File: config.mk
export PLATFORM = sky130hd
export DESIGN_NAME = hazard_scoreboard
export DESIGN_NICKNAME = d
export VERILOG_FILES = /design/src/rtl/riscv_pkg.sv /design/src/rtl/hazard_scoreboard_busy_table.sv /design/src/rtl/hazard_scoreboard.sv
export SDC_FILE = /design/constraint.sdc
export NUM_CORES = 1
export LEC_CHECK = 0
export BUFFER_PORTS_ARGS = -buffer_cell sky130_fd_sc_hd__buf_4
export CAP_MARGIN = 40
export CORE_ASPECT_RATIO = 1.1
export CORE_UTILIZATION = 59
export DETAILED_ROUTE_END_ITERATION = 10
export HOLD_SLACK_MARGIN = 0.12
export PLACE_DENSITY_LB_ADDON = 0.3
export SYNTH_ARGS = -nofsm -noshare
export SYNTH_HDL_FRONTEND = slang
export SYNTH_SLANG_ARGS = --single-unit
File: constraint.sdc
create_clock -name clk -period 6.5 [get_ports clk]
set_input_delay 0.325 -clock clk [delete_from_list [all_inputs] [get_ports clk]]
set_output_delay 0.325 -clock clk [all_outputs]
set_load 0.02 [all_outputs]
File: src/rtl/riscv_pkg.sv
// ---------------------------------------------------------------------------
// riscv_pkg
// Shared types for the RV32 hazard/scoreboard logic.
//   fwd_e     : ALU operand source select (register file, W stage, M stage)
//   fwdSelect : priority encoder for forwarding. M is younger than W, so M wins.
// ---------------------------------------------------------------------------
package riscv_pkg;

    typedef enum logic [1:0] {
        FWD_RF = 2'b00,
        FWD_W  = 2'b01,
        FWD_M  = 2'b10
    } fwd_e;

    // The caller has already excluded x0 from the hit terms.
    function automatic fwd_e fwdSelect(input logic hitM, input logic hitW);
        if (hitM) begin
            return FWD_M;
        end else if (hitW) begin
            return FWD_W;
        end
        return FWD_RF;
    endfunction

endpackage

File: src/rtl/hazard_scoreboard_busy_table.sv
// ---------------------------------------------------------------------------
// busy_table
// One busy bit per architectural register. Each bit marks an outstanding
// long-latency write to that register.
//   clk, reset        : clock and synchronous active-high reset (clears all bits)
//   setEn, setAddr    : mark a register busy (long op issued)
//   clrEn, clrAddr    : mark a register free (long op written back)
//   rdAddrA/B/C       : three combinational read ports
//   busyA/B/C         : busy state of the addressed registers
// When the same register is set and cleared in one cycle, the set wins because
// the newly issued op is still in flight. x0 is hard-wired to not busy.
// ---------------------------------------------------------------------------
module busy_table
    import riscv_pkg::*;
#(
    parameter int REG_AW = 5
) (
    input  logic              clk,
    input  logic              reset,
    input  logic              setEn,
    input  logic [REG_AW-1:0] setAddr,
    input  logic              clrEn,
    input  logic [REG_AW-1:0] clrAddr,
    input  logic [REG_AW-1:0] rdAddrA,
    input  logic [REG_AW-1:0] rdAddrB,
    input  logic [REG_AW-1:0] rdAddrC,
    output logic              busyA,
    output logic              busyB,
    output logic              busyC
);

    localparam int NREGS = 1 << REG_AW;

    logic [NREGS-1:0] busyReg;
    logic [NREGS-1:0] busyNext;

    generate
        for (genvar gi = 0; gi < NREGS; gi++) begin : g_bit
            if (gi == 0) begin : g_zero
                assign busyNext[gi] = 1'b0;
            end else begin : g_reg
                localparam logic [REG_AW-1:0] IDX = REG_AW'(gi);
                assign busyNext[gi] = (setEn && (setAddr == IDX)) ? 1'b1 :
                                      (clrEn && (clrAddr == IDX)) ? 1'b0 :
                                      busyReg[gi];
            end
        end
    endgenerate

    always_ff @(posedge clk) begin
        if (reset) begin
            busyReg <= '0;
        end else begin
            busyReg <= busyNext;
        end
    end

    assign busyA = busyReg[rdAddrA];
    assign busyB = busyReg[rdAddrB];
    assign busyC = busyReg[rdAddrC];

endmodule

File: src/rtl/hazard_scoreboard.sv
// ---------------------------------------------------------------------------
// hazard_scoreboard
// Hazard unit for the 5-stage RV32 core, extended with a register scoreboard
// for long-latency ops (div/mul) that write back out of order.
//   clk, reset               : clock, synchronous active-high reset
//   Rs1D/Rs2D/RdD/RegWriteD  : decode-stage operands and destination
//   LongD                    : decode instruction is a long-latency op
//   Rs1E/Rs2E/RdE            : execute-stage operands and destination
//   ResultSrcE_zero          : execute instruction is a load
//   LongIssueE               : long op leaves E for the long unit this cycle
//   PCSrcE                   : taken branch/jump resolved in E
//   RdM/RegWriteM, RdW/RegWriteW : M/W destinations used for forwarding
//   LongWbValid/LongWbRd     : long unit writes the register file
//   StallF/StallD/FlushD/FlushE : pipeline control, same cycle as inputs
//   ForwardAE/ForwardBE      : ALU operand source select
//   StallCount/FlushCount    : saturating stall / flush cycle counters
//   ScbError                 : sticky, set by a writeback with nothing outstanding
// ---------------------------------------------------------------------------
module hazard_scoreboard
    import riscv_pkg::*;
#(
    parameter int REG_AW   = 5,
    parameter int MAX_LONG = 4,
    parameter int CNT_W    = 32
) (
    input  logic              clk,
    input  logic              reset,
    input  logic [REG_AW-1:0] Rs1D,
    input  logic [REG_AW-1:0] Rs2D,
    input  logic [REG_AW-1:0] RdD,
    input  logic              RegWriteD,
    input  logic              LongD,
    input  logic [REG_AW-1:0] Rs1E,
    input  logic [REG_AW-1:0] Rs2E,
    input  logic [REG_AW-1:0] RdE,
    input  logic              ResultSrcE_zero,
    input  logic              LongIssueE,
    input  logic              PCSrcE,
    input  logic [REG_AW-1:0] RdM,
    input  logic              RegWriteM,
    input  logic [REG_AW-1:0] RdW,
    input  logic              RegWriteW,
    input  logic              LongWbValid,
    input  logic [REG_AW-1:0] LongWbRd,
    output logic              StallF,
    output logic              StallD,
    output logic              FlushD,
    output logic              FlushE,
    output fwd_e              ForwardAE,
    output fwd_e              ForwardBE,
    output logic [CNT_W-1:0]  StallCount,
    output logic [CNT_W-1:0]  FlushCount,
    output logic              ScbError
);

    localparam int OUT_W = $clog2(MAX_LONG + 1);
    localparam logic [OUT_W-1:0] MAX_OUT = OUT_W'(MAX_LONG);

    logic [OUT_W-1:0] outstandingReg, outstandingNext;
    logic             scbErrorReg, scbErrorNext;
    logic [CNT_W-1:0] stallCountReg, flushCountReg;

    logic busyRs1, busyRs2, busyRd;
    logic ldStall, lgEStall, scbStall, fullStall, stall;

    // -----------------------------------------------------------------------
    // Scoreboard
    // -----------------------------------------------------------------------
    busy_table #(
        .REG_AW (REG_AW)
    ) u_busy (
        .clk     (clk),
        .reset   (reset),
        .setEn   (LongIssueE),
        .setAddr (RdE),
        .clrEn   (LongWbValid),
        .clrAddr (LongWbRd),
        .rdAddrA (Rs1D),
        .rdAddrB (Rs2D),
        .rdAddrC (RdD),
        .busyA   (busyRs1),
        .busyB   (busyRs2),
        .busyC   (busyRd)
    );

    // -----------------------------------------------------------------------
    // Forwarding
    // -----------------------------------------------------------------------
    assign ForwardAE = fwdSelect(RegWriteM && (RdM == Rs1E) && (Rs1E != '0),
                                 RegWriteW && (RdW == Rs1E) && (Rs1E != '0));
    assign ForwardBE = fwdSelect(RegWriteM && (RdM == Rs2E) && (Rs2E != '0),
                                 RegWriteW && (RdW == Rs2E) && (Rs2E != '0));

    // -----------------------------------------------------------------------
    // Stall / flush
    // -----------------------------------------------------------------------
    assign ldStall   = ResultSrcE_zero && (RdE != '0) &&
                       ((RdE == Rs1D) || (RdE == Rs2D));
    // The op leaving E is not in the table yet, so its hazard on D is
    // covered here directly (RAW on sources, WAW on the destination).
    assign lgEStall  = LongIssueE && (RdE != '0) &&
                       ((RdE == Rs1D) || (RdE == Rs2D) || (RegWriteD && (RdE == RdD)));
    assign scbStall  = busyRs1 || busyRs2 || (RegWriteD && busyRd);
    assign fullStall = LongD && (outstandingReg == MAX_OUT);
    assign stall     = ldStall || lgEStall || scbStall || fullStall;

    assign StallF = stall;
    assign StallD = stall;
    assign FlushD = PCSrcE;
    assign FlushE = stall || PCSrcE;

    // -----------------------------------------------------------------------
    // Outstanding long-op count and error flag
    // -----------------------------------------------------------------------
    always_comb begin
        outstandingNext = outstandingReg;
        scbErrorNext    = scbErrorReg;
        if (LongIssueE && !LongWbValid) begin
            if (outstandingReg != MAX_OUT) begin
                outstandingNext = outstandingReg + OUT_W'(1);
            end
        end else if (!LongIssueE && LongWbValid) begin
            if (outstandingReg == '0) begin
                // Writeback with nothing in flight: hold at zero, flag it.
                scbErrorNext = 1'b1;
            end else begin
                outstandingNext = outstandingReg - OUT_W'(1);
            end
        end
    end

    always_ff @(posedge clk) begin
        if (reset) begin
            outstandingReg <= '0;
            scbErrorReg    <= 1'b0;
            stallCountReg  <= '0;
            flushCountReg  <= '0;
        end else begin
            outstandingReg <= outstandingNext;
            scbErrorReg    <= scbErrorNext;
            if (stall && (stallCountReg != '1)) begin
                stallCountReg <= stallCountReg + CNT_W'(1);
            end
            if (PCSrcE && (flushCountReg != '1)) begin
                flushCountReg <= flushCountReg + CNT_W'(1);
            end
        end
    end

    assign StallCount = stallCountReg;
    assign FlushCount = flushCountReg;
    assign ScbError   = scbErrorReg;

endmodule
* Word level (Yosys, flattened, before mapping)
Index checks and enable logic that the tools add are counted.
Widths: inputs -> output; s select.
** Cells by class
- Shift-type cells :: 0
- Add/subtract/negate cells :: 4
- Order comparisons :: 3
- Equality and inequality tests :: 75
- Bitwise operators :: 1
- Mux-type cells :: 82
- Div/mod/pow operators :: 0
- $mul :: 0
- Reductions and logical operators :: 129
** Operators with widths (count)
- $eq 5x5->1 const B :: 32
- $logic_and 1x1->1 :: 81
- $eq 5x4->1 const B :: 16
- $mux 1 :: 69
- $add 32x1->32 const B :: 2
- $ne 32x32->1 const B :: 2
- $reduce_bool 2->1 :: 32
- $eq 5x3->1 const B :: 8
- $eq 5x5->1 :: 7
- $eq 5x2->1 const B :: 4
- $lt 5x6->1 const B :: 3
- $bmux 1 s5 :: 3
- $reduce_bool 5->1 :: 3
- $mux 2 :: 6
- $mux 3 :: 4
- $eq 5x1->1 const B :: 2
- $logic_or 1x1->1 :: 8
- $reduce_and 3->1 :: 2
- $add 3x1->3 const B :: 1
- $eq 3x3->1 const B :: 1
- $logic_not 3->1 :: 1
- $ne 3x3->1 const B :: 1
- $sub 3x1->3 const B :: 1
- $logic_not 1->1 :: 2
- 3 further kinds :: 3
** Storage, ports and cells
- Memory bits (writable) :: 0
- ROM bits :: 0
- Input port bits :: 55
- Word-level logic and storage cells :: 330
- Memories :: 0
- Flip-flop bits (word level) :: 100
- Latch bits :: 0

* Logic depth before layout (Yosys ltp)
- Word-level depth :: 8
- Mapped depth :: 11
- Mapped depth without buffers :: 8

* By module
A second synthesis with hierarchy kept.
** Second synthesis, totals
- Cells, all modules :: 758
- Area, all modules :: 6306.0 um^2
** Modules (own cells, without submodules)
- hazard_scoreboard :: seq. area each 1361.3 um^2, times used 1, area an instance 4122.7 um^2, cells an instance 487
- busy_table :: seq. area each 620.6 um^2, times used 1, area an instance 2183.3 um^2, cells an instance 271

* Worst setup path after synthesis
No wires, ideal clock.
- Path type :: input port to output port
- Start point :: input port Rs1D[4]
- End point :: output port StallF
- Buffers on the path :: 2
- Data required time :: 6175 ps
- Stages on the path :: 9
- Arrival time :: 2214 ps
- Setup slack :: 3961 ps
- Path through :: clkbuf_1 mux4_2 or2_0 nand3_1 and3_1 nand4b_2 nor2_1 inv_1 buf_4
** On the way
- Longest elaborated chain between the ends :: 7
- Elaborated cells on any way between the ends :: 12
** RTL lines
- from (decl) :: RTL line hazard_scoreboard.sv:28 : input logic [REG_AW-1:0] Rs1D,
- branches (longest 5 deep; another with $bmux 1 s5)
- $logic_or 1x1->1 * (2 in a row) :: RTL line hazard_scoreboard.sv:105 : assign stall = ldStall || lgEStall || scbStall || fullStall;
- to (decl) :: RTL line hazard_scoreboard.sv:45 : output logic StallF,
Every way passes the cells marked *. The select of a mux whose other input is x is not followed.

* Worst setup path in the final report
- Start point :: register u_busy.busyReg[28]
- End point :: output port FlushE
** On the way
- Longest elaborated chain between the ends :: 7
- Elaborated cells on any way between the ends :: 12
** RTL lines
- from (decl) :: RTL line hazard_scoreboard_busy_table.sv:34 : logic [NREGS-1:0] busyReg;
- from (signal assigned) :: RTL line hazard_scoreboard_busy_table.sv:54 : busyReg <= busyNext;
- $bmux 1 s5, on equally long branches :: RTL line hazard_scoreboard_busy_table.sv:58, hazard_scoreboard_busy_table.sv:59, hazard_scoreboard_busy_table.sv:60
- $mux 1, on equally long branches :: RTL line hazard_scoreboard_busy_table.sv:58, hazard_scoreboard_busy_table.sv:59, hazard_scoreboard_busy_table.sv:60
- $logic_or 1x1->1 or $logic_and 1x1->1 (tied branches) :: RTL line hazard_scoreboard.sv:103 : assign scbStall = busyRs1 || busyRs2 || (RegWriteD && busyRd);
- $logic_or 1x1->1 * :: RTL line hazard_scoreboard.sv:103
- $logic_or 1x1->1 * (2 in a row) :: RTL line hazard_scoreboard.sv:105
- $logic_or 1x1->1 * :: RTL line hazard_scoreboard.sv:110 : assign FlushE = stall || PCSrcE;
- to (decl) :: RTL line hazard_scoreboard.sv:48 : output logic FlushE,
Mark *: on every way between the ends. The rest lies on a longest branch, timed or not. The select of a mux whose other input is x is not followed.

==> metrics.csv <==
stage,metric,value,unit
timing,finalClockSkew,17.2,ps
placed_design,portBuffers,127,
global_routing,grt_antenna_before_repair,0,
cts,cts-hold-fix-buffers,0,
floorplan,core-area,9490,um^2
critical_path,ff2ff_path_depth,7,
synthesis,synth_xor_area_frac,0.0902,
synthesis,synth_cell_types,54,
power_and_ir_drop,p_sw_frac,0.290,
synthesis,yosys.area_share.simple,0.257,
critical_path,critical_path_required,6170,ps
power_and_ir_drop,p_leak,2.54,nW
power_and_ir_drop,clkPwrFrac,0.329,
global_routing,grt_max_degree,56,
power_and_ir_drop,internal_power,900,uW
timing,max_slew_margin,0.392,
cts,post-cts-setup-buffers,0,
power_and_ir_drop,p_sw,367,uW
outcome,status,"complete, no violations",
route,firstDrtPassIters,5,
finish,antenna_cells,0,
timing,min_period,2940,ps
route,ant_nets,0,
timing,whs,291,ps
synthesis,synthArstFlopShare,0,
synthesis,yosys.area.top_type,dfxtp_1,
critical_path,crit_fanout,6,
route,wl_per_cell,16.6,um
cts,clk_latency,390,ps
timing,finalCritPeriodShare,0.453,
synthesis,synth.most_common_cell,dfxtp_1,
timing,rsz0062_at_grt,false,
synthesis,ys.flop_type,dfxtp_1,
cts,cts_root_buf,clkbuf_8,
timing,fmax,0.340,GHz
timing,fin_setup_tns,0,ps
synthesis,muxShareOfSynthArea,0.105,
finish,drive_gt1_frac,0.210,
cts,clock_path_buffers,2,
finish,fin_nets,878,
timing,slew_viol_final,0,
cts,cts_made_buffers,9,
hold_path,hold_path_class,in -> reg,
synthesis,seq_area_frac_synth,0.340,
finish,stdcell_count,940,
critical_path,worstReg2RegEnd,StallCount[23]$_SDFFE_PP0P_,
global_routing,track_usage,0.300,
synthesis,synth_common_cells,"dfxtp_1, nand2_1, a21oi_1",
placed_design,placed_cells,924,
timing,tightest_slew,908,ps
synthesis,synth-compound-area-share,0.160,
synthesis,synth_seq_cells,99,
synthesis,yosysWarnings,0,
floorplan,initial_utilization,0.614,
floorplan,num_io_pins,128,
synthesis,syn_area,5830,um^2
route,drt_iter0_drc,336,
synthesis,synth_cells,712,
placed_design,place_congestion,0.926,
power_and_ir_drop,pwr-share-seq,0.501,
cts,cts_resized,0,
synthesis,syn_area_per_cell,8.18,um^2
synthesis,syn-num-nets,772,
route,vias,5817,
floorplan,die_h,106,um
critical_path,critPathLaunchType,flip-flop,
power_and_ir_drop,pwr-share-comb,0.170,
critical_path,crit_type,reg -> out,
cts,cts_tree,done,
floorplan,die_w,96.8,um
power_and_ir_drop,irDropWorstVdd,0.111,mV
synthesis,synth.area.top_cells,"dfxtp_1, mux4_2, a21oi_1",
power_and_ir_drop,power_density,181,nW/um^2
hold_path,min_from,RdE[1],
timing,hold_viol,0,
critical_path,cp.arrival,2620,ps
floorplan,rows,37,
route,via_per_inst,6.19,
placed_design,hpwl,11400,um
floorplan,die_area,10300,um^2
critical_path,cp-endpoint,FlushE,
synthesis,yosys.area_share.adder,0.0120,
critical_path,worstSetupStartpoint,u_busy.busyReg[28]$_SDFFE_PP0P_,
critical_path,worst_setup_path_end_kind,output port,
synthesis,synth_top_family_by_area,simple AND/OR/NAND/NOR gates,
global_routing,grt_pass1_vias,5334,
cts,clk_pin_slew_worst_paths,100,ps
critical_path,r2r_setup_slack,3600,ps
timing,setup-violations-final,0,
route,drc,0,
synthesis,synth_top_area_frac,0.340,
job,maxCapViolCount,0,
global_routing,grt_overflow,0,
cts,cts_htree_levels,3,
finish,post-route-util,0.737,
route,wl,15600,um
synthesis,synth_edf_count,0,
global_routing,grt_pass1_wl,25100,um
power_and_ir_drop,total_power,1.27,mW
critical_path,r2r-start,StallCount[3]$_SDFFE_PP0P_,
finish,area_delta_synth_final,20.0,%
cts,cts.sinks,99,
[cell families (layout without fill, tap and decap cells)]
kind of cell,count (synthesis),in the layout
and+or+nand+nor,295,295
AOI/OAI and AO/OA,168,168
DFF,99,99
xor gates and xnor gates,60,60
buffers and inverters,47,158
muxes,38,38
adders and majority gates,5,5
[stage by stage]
step / instance area [um^2] / worst slack [ps]
3_3_place_gp: 6770 / 3580
6_report: 6990 / 3560
4_1_cts: 6990 / 3610
3_5_place_dp: 6790 / 3490
2_1_floorplan: 5830 / 3960
5_1_grt: 6990 / 3310
[registers in the layout, indices dropped and copies added (netlist names)]
name,flops
StallCount,32
ScbError,1
outstandingReg,3
u_busy.busyReg,31
FlushCount,32
[area by class of cell]
class                           instances  area, um^2
Clock inverter                          6        70.1
Tap cell                              117         146
Sequential cell                        99        1980
Clock buffer                           10         138
Timing Repair Buffer                  128         973
Multi-Input combinational cell        566        3630
Fill cell                             730        2500
Inverter                               14        52.6
[power groups by stage]
| stage | sequential (mW) | clock, mW | combinational [mW] |
|---|---|---|---|
| 2_1_floorplan | 0.650 | 0 | 0.139 |
| 3_3_place_gp | 0.647 | 0 | 0.205 |
| 3_5_place_dp | 0.648 | 0 | 0.213 |
| 4_1_cts | 0.634 | 0.424 | 0.214 |
| 5_1_grt | 0.637 | 0.450 | 0.236 |
| 6_report | 0.634 | 0.417 | 0.216 |
[worst max-delay path, stage by stage (launching register included)]
cell and delay, ps:
dfxtp_1 380, mux4_2 470, mux2i_1 170, o32ai_1 90, nor3_1 180, nand4b_2 240
nor2_1 370, nand2_1 140, buf_4 180
[cells in the final DEF (no fill, tap or decap), drive strengths merged, types with 24 or more instances in the layout]
cell / netlist / routed
nand2: 81 / 81
xor2: 24 / 24
a21oi: 75 / 75
nand3: 34 / 34
dfxtp: 99 / 99
xnor2: 36 / 36
o21ai: 68 / 68
nor2: 51 / 51
or3: 36 / 36
buf: 17 / 128
[metal layers]
layer	vias up	track usage	wire [um]
li1	2770	-	-
met1	2741	0.364	6380
met2	270	0.513	7550
met3	36	0.0710	1280
met4	0	0.118	397
met5	-	0	0
[how the worst min path moves through the flow]
stage,endpoint,slack (ps),cells after the start
finish,u_busy.busyReg[7]$_SDFFE_PP0P_,290,3
global route,u_busy.busyReg[29]$_SDFFE_PP0P_,290,3
CTS,u_busy.busyReg[29]$_SDFFE_PP0P_,280,3
detailed placement,ScbError$_SDFFE_PP0P_,480,2
global placement,StallCount[26]$_SDFFE_PP0P_,480,2
floorplan,u_busy.busyReg[26]$_SDFFE_PP0P_,470,2
Note: power is estimated with default switching activity, not from simulation.
